[config.mk]
export PLATFORM = sky130hd
export DESIGN_NAME = byte_pair_word_assembler
export DESIGN_NICKNAME = d
export VERILOG_FILES = /design/src/rtl/byte_pair_word_assembler.sv
export SDC_FILE = /design/constraint.sdc
export NUM_CORES = 1
export LEC_CHECK = 0
export CAP_MARGIN = 20
export CORE_MARGIN = 5
export CORE_UTILIZATION = 45
export DETAILED_ROUTE_END_ITERATION = 7
export HOLD_SLACK_MARGIN = 0.1
export MAX_ROUTING_LAYER = met4
export PLACE_DENSITY_LB_ADDON = 0.3
export SYNTH_ARGS = -nofsm -noshare
export SYNTH_HDL_FRONTEND = slang
export SYNTH_SLANG_ARGS = --single-unit
[constraint.sdc]
create_clock -name clk -period 2.3 [get_ports clk]
set_input_delay 0.23 -clock clk [delete_from_list [all_inputs] [get_ports clk]]
set_output_delay 0.23 -clock clk [all_outputs]
set_load 0.005 [all_outputs]
[src/rtl/byte_pair_word_assembler.sv]
// Packs a valid/ready byte stream into WIDTH-bit words held in a 2-entry output FIFO.
// A flush emits a half-assembled word zero-padded and tagged via word_pad.
module byte_pair_word_assembler #(
    parameter int unsigned BYTE_W    = 8,
    parameter int unsigned WIDTH     = 16,
    parameter bit          LSB_FIRST = 1'b1,
    parameter int unsigned DEPTH     = 2
) (
    input  logic              clk,
    input  logic              rst,
    input  logic [BYTE_W-1:0] byte_in,
    input  logic              byte_valid,
    output logic              byte_ready,
    input  logic              flush,
    output logic [WIDTH-1:0]  word_out,
    output logic              word_pad,
    output logic              word_valid,
    input  logic              word_ready
);

    typedef enum logic [0:0] {StEmpty, StHalf} state_e;

    localparam logic [1:0] CountFull = 2'(DEPTH);

    state_e            state_q, state_d;
    logic [BYTE_W-1:0] hold_q, hold_d;
    logic              flush_pend_q, flush_pend_d;
    logic              byte_ready_q, byte_ready_d;
    logic [WIDTH:0]    mem_q [2];
    logic              wr_ptr_q, rd_ptr_q;
    logic [1:0]        count_q, count_d;
    logic              byte_acc, pop, push, fifo_full;
    logic [WIDTH:0]    push_entry;

    function automatic logic [WIDTH-1:0] pack(input logic [BYTE_W-1:0] first,
                                              input logic [BYTE_W-1:0] second);
        if (LSB_FIRST) begin
            return {second, first};
        end else begin
            return {first, second};
        end
    endfunction

    assign byte_acc   = byte_valid && byte_ready_q;
    assign fifo_full  = (count_q == CountFull);
    assign word_valid = (count_q != 2'd0);
    assign pop        = word_valid && word_ready;

    always_comb begin
        state_d      = state_q;
        hold_d       = hold_q;
        flush_pend_d = flush_pend_q;
        push         = 1'b0;
        push_entry   = '0;
        unique case (state_q)
            StEmpty: begin
                if (byte_acc) begin
                    hold_d  = byte_in;
                    state_d = StHalf;
                end
            end
            StHalf: begin
                // An accepted byte always beats a simultaneous or pending flush.
                if (byte_acc) begin
                    push         = 1'b1;
                    push_entry   = {1'b0, pack(hold_q, byte_in)};
                    state_d      = StEmpty;
                    flush_pend_d = 1'b0;
                end else if (flush || flush_pend_q) begin
                    if (!fifo_full) begin
                        push         = 1'b1;
                        push_entry   = {1'b1, pack(hold_q, '0)};
                        state_d      = StEmpty;
                        flush_pend_d = 1'b0;
                    end else begin
                        flush_pend_d = 1'b1;
                    end
                end
            end
            default: state_d = StEmpty;
        endcase
        count_d      = count_q + 2'(push) - 2'(pop);
        // Ready depends only on the next registered state, never on word_ready directly.
        byte_ready_d = (state_d == StEmpty) || (count_d < CountFull);
    end

    always_ff @(posedge clk or posedge rst) begin
        if (rst) begin
            state_q      <= StEmpty;
            hold_q       <= '0;
            flush_pend_q <= 1'b0;
            byte_ready_q <= 1'b1;
            wr_ptr_q     <= 1'b0;
            rd_ptr_q     <= 1'b0;
            count_q      <= 2'd0;
            mem_q[0]     <= '0;
            mem_q[1]     <= '0;
        end else begin
            state_q      <= state_d;
            hold_q       <= hold_d;
            flush_pend_q <= flush_pend_d;
            byte_ready_q <= byte_ready_d;
            count_q      <= count_d;
            if (push) begin
                mem_q[wr_ptr_q] <= push_entry;
            end
            wr_ptr_q <= wr_ptr_q ^ push;
            rd_ptr_q <= rd_ptr_q ^ pop;
        end
    end

    assign byte_ready = byte_ready_q;
    assign word_out   = mem_q[rd_ptr_q][WIDTH-1:0];
    assign word_pad   = mem_q[rd_ptr_q][WIDTH];

    assert property (@(posedge clk) disable iff (rst) !(push && fifo_full && !pop))
        else $error("push into full output FIFO");

    assert property (@(posedge clk) disable iff (rst) count_q <= CountFull)
        else $error("output FIFO count out of range");

endmodule

==> results.txt <==
The run gives 0 as the number of nets with antenna violations after routing. The logs give 46.9% for the initial standard-cell utilization of the core and 8.37 mm for the first-pass GRT wire length. Entering global routing, the biggest net connects 36 pins. The flow ran to the end, and the final reports show no timing, DRC or antenna violations. The run gives 0.248 ns as the post-layout worst setup margin.

The logs give 102 for the initial detailed-routing violation count and 325 for the final non-filler cell total. The count of flip-flops with a built-in enable after synthesis works out to 0. Counting the fill cells in the layout gives 491. The fraction of the mapped netlist area in compound gates is 18.2%, and the post-synthesis to final-layout area growth is 20.3%.

The synthesized netlist devotes 13.0% of its cell area to simple gates. The region available for standard cell placement spans 0.00514 mm². The tools report the detailed-route wire length on metal 1 as 2.17 mm.

The critical path in this run is classified as flop to primary output. In this run the worst path has a maximum fanout of 30. In the routed design, unresolved DRC markers number 0. The die is 83.2 µm tall.

Number of nets in the finished design: 271. For the post-synthesis instance total, the log shows 218. The number of buffers inserted by hold repair at cts was 0; the met3 wire length was 192 µm.

The prevailing post-synth register cell was dfrtp_1. Cells with a size suffix above 1 make up 23.1% of the layout. TritonCTS built the clock tree. The number of pins with negative max-slew slack in the final report was 0; the number of placed instances with taps included was 317. Final clock period utilization by the worst path: 89.2%. Across the VDD grid, the largest voltage drop is 0.000800 V.

Number of antenna violations at the first check in global routing: 0. The logs give 1.82 ns for the arrival time of data at the critical path endpoint and 4 for the number of detailed-route iterations in the first pass. The total power density per cell area is 1280 mW/mm².

By area, the combinational part of the netlist is dominated by compound AO/OA/AOI/OAI gates. The count of state elements after synthesis came out at 49. The tools report the number of global-route vias before repair as 1714. The mean instance size in the synthesized netlist was 11.0 µm²; the count of final setup violators was 0.

For this run, the total global-route usage over all layers was measured as 15.3%. Summing every instance area after synthesis gives 0.00241 mm². Category of the worst setup path capture point: a primary output. During I/O placement, the number of pins put on the boundary was 32. Setup repair after global routing left no endpoint under its margin.

OpenSTA, run right after detailed placement, puts the worst setup slack at 0.163 ns. Counting along the longest clock path gives a buffer depth of 2. After clock tree synthesis, the clock-pin slew on the worst setup and hold paths is 0.09 ns.

Type of the most critical hold path: input pin to asynchronous set/reset pin. The number of warnings issued by yosys came out at 0. The tools report the kind of start point of the critical path as a flop. Post-CTS timing repair inserted 0 buffers for setup. The transition time at the pin with the least slew margin came out at 0.718 ns. The worst-skew pair later-pin latency came out at 0.30 ns. The floorplan row count was 26; the total negative slack was 0 ns. After legalization and detailed placement, the total HPWL measured 3.27 mm.

Wire length on met2: 2.21 mm. For this block, the routed nets add up to 4.63 mm of wire. The run gives 3710 µW as the overall power of the completed layout. Of all flip-flops after synthesis, the portion carrying an async set or reset was 100%. The clock tree synthesis step divided the H-tree into 2 levels. Number of antenna diodes: 0. Dividing the detail-routed via count by the number of cells gives 5.12. CTS saw 49 sinks. Measured against the total synthesized area, the mux share comes to 5.14%. The number of hold violations in the final report is 0, and the total clock buffers created by CTS is 5. In this run the static leakage power is 0.00123 µW. The total via count in the routed design is 1664, and the number of buffer cells added on primary ports is 31.

In this run the horizontal extent of the chip is 83.2 µm. For the worst-case headroom to the max-slew limit, the log shows 52.1%. Counting every net in the synthesized netlist gives 235. Clock tree synthesis selected as its root buffer the cell clkbuf_8.

The number of violations of the max-capacitance limit came out at 0. The worst hold-check slack is 0.368 ns. For the number of cells upsized or downsized after cts, the log shows 0. The area share of fa/ha/maj cells after synthesis was 2.08%; the routability congestion estimate was 0.784.

Derived from the worst setup path, the maximum achievable clock frequency is 0.487 GHz. The post-layout minimum cycle time is 2.05 ns, and the required time of the critical path is 2.07 ns. The xor and xnor area share after synthesis works out to 1.09%.

The final global-route overflow total was 0; the largest clock skew in the final design was 0.0103 ns. Highest layer used for signal routing: met4. The floorplan step defined a die boundary enclosing 0.00692 mm². Sequential cells were found to cover 51.0% of the synthesized design area. In the final routed layout, each cell accounts on average for 14.2 µm. The netlist uses 35 different library cells.
[sequential cells by signal (all words and copies together) (netlist names)]
signal        cells
wr_ptr_q          1
byte_ready        1
mem_q            34
flush_pend_q      1
rd_ptr_q          1
state_q           1
hold_q            8
count_q           2
[per-stage QoR]
step | cell area, µm² | utilization [%]
2_1_floorplan | 2410 | -
3_3_place_gp | 2780 | 54.1
3_5_place_dp | 2780 | 54.1
4_1_cts | 2900 | 56.4
5_1_grt | 2900 | 56.4
6_report | 2900 | 56.4
[logic make-up (layout without fill, tap and decap cells)]
logic type / after synthesis / in the layout
fa+ha+maj: 4 / 4
flops: 49 / 49
simple gates: 52 / 52
buf+inv: 44 / 81
mux: 11 / 11
compound gates: 55 / 55
xor+xnor: 3 / 3
[routing by layer]
| metal | vias to the layer above | global-route usage [%] |
|---|---|---|
| met5 | - | - |
| met1 | 807 | 19.8 |
| met3 | 6 | 3.66 |
| li1 | 816 | - |
| met2 | 35 | 24.1 |
| met4 | 0 | 4.01 |
[worst max-delay path, cell delays in order, from the launching register on]
cell and delay (ns):
dfrtp_1 0.44, buf_4 0.34, nand2_1 0.09, o21ai_1 0.12, clkdlybuf4s50_1 0.52
[area by class of cell]
cell class / count / area (µm²) / share of cell area (%)
Sequential cell: 49 / 1230 / 42.4
Multi-Input combinational cell: 125 / 953 / 32.9
Timing Repair Buffer: 43 / 400 / 13.8
Inverter: 30 / 113 / 3.89
Tap cell: 70 / 87.6 / 3.02
Clock buffer: 7 / 86.3 / 2.98
Clock inverter: 1 / 30.0 / 1.04
[where the power goes]
group          leakage, µW  internal (µW)  switching, µW  total, µW
Sequential        0.000638           1230            217       1450
Combinational     0.000538            798            827       1620
Clock            0.0000585            355            281        636
[path summary, 6_finish.rpt]
kind | cells after the start | slack [ns] | start | to
min in group clk | 1 | 0.50 | mem_q[5] | mem_q[5]
worst max-delay path | 4 | 0.25 | rd_ptr_q | word_out[4]
max in group asynchronous | 3 | 1.33 | rst | mem_q[3]
worst min register to register | 1 | 0.50 | mem_q[5] | mem_q[5]
worst max register to register | 9 | 0.34 | byte_ready | byte_ready
worst min-delay path | 2 | 0.37 | rst | hold_q[1]
[cell usage in the layout, fill, tap and decap left out, types with 2 or more instances in the layout]
cell	n
o22ai_2	8
a32o_1	8
ha_1	4
inv_1	27
clkdlybuf4s50_1	31
a21bo_1	2
o21ai_1	22
o21ai_2	10
inv_2	3
clkbuf_8	6
nand2_1	19
xnor2_1	2
dfrtp_1	48
nand3_2	10
buf_4	12
mux2_1	9
nand3_1	14
nor2_2	2
a21oi_1	2
mux2_2	2
[synthesized netlist by cell type (all sizes together) (2+ instances only)]
library cell | count | area (µm²)
dfrtp | 48 | 1200
o21ai | 33 | 214
inv | 30 | 113
nand3 | 25 | 188
nand2 | 19 | 71.3
mux2 | 11 | 124
buf | 10 | 92.6
a32o | 8 | 80.1
o22ai | 8 | 100
clkbuf | 4 | 22.5
ha | 4 | 50.1
nor2 | 3 | 16.3
a21bo | 2 | 20.0
a21oi | 2 | 10.0
xnor2 | 2 | 17.5
No activity file was read; power rests on OpenSTA's default activity.
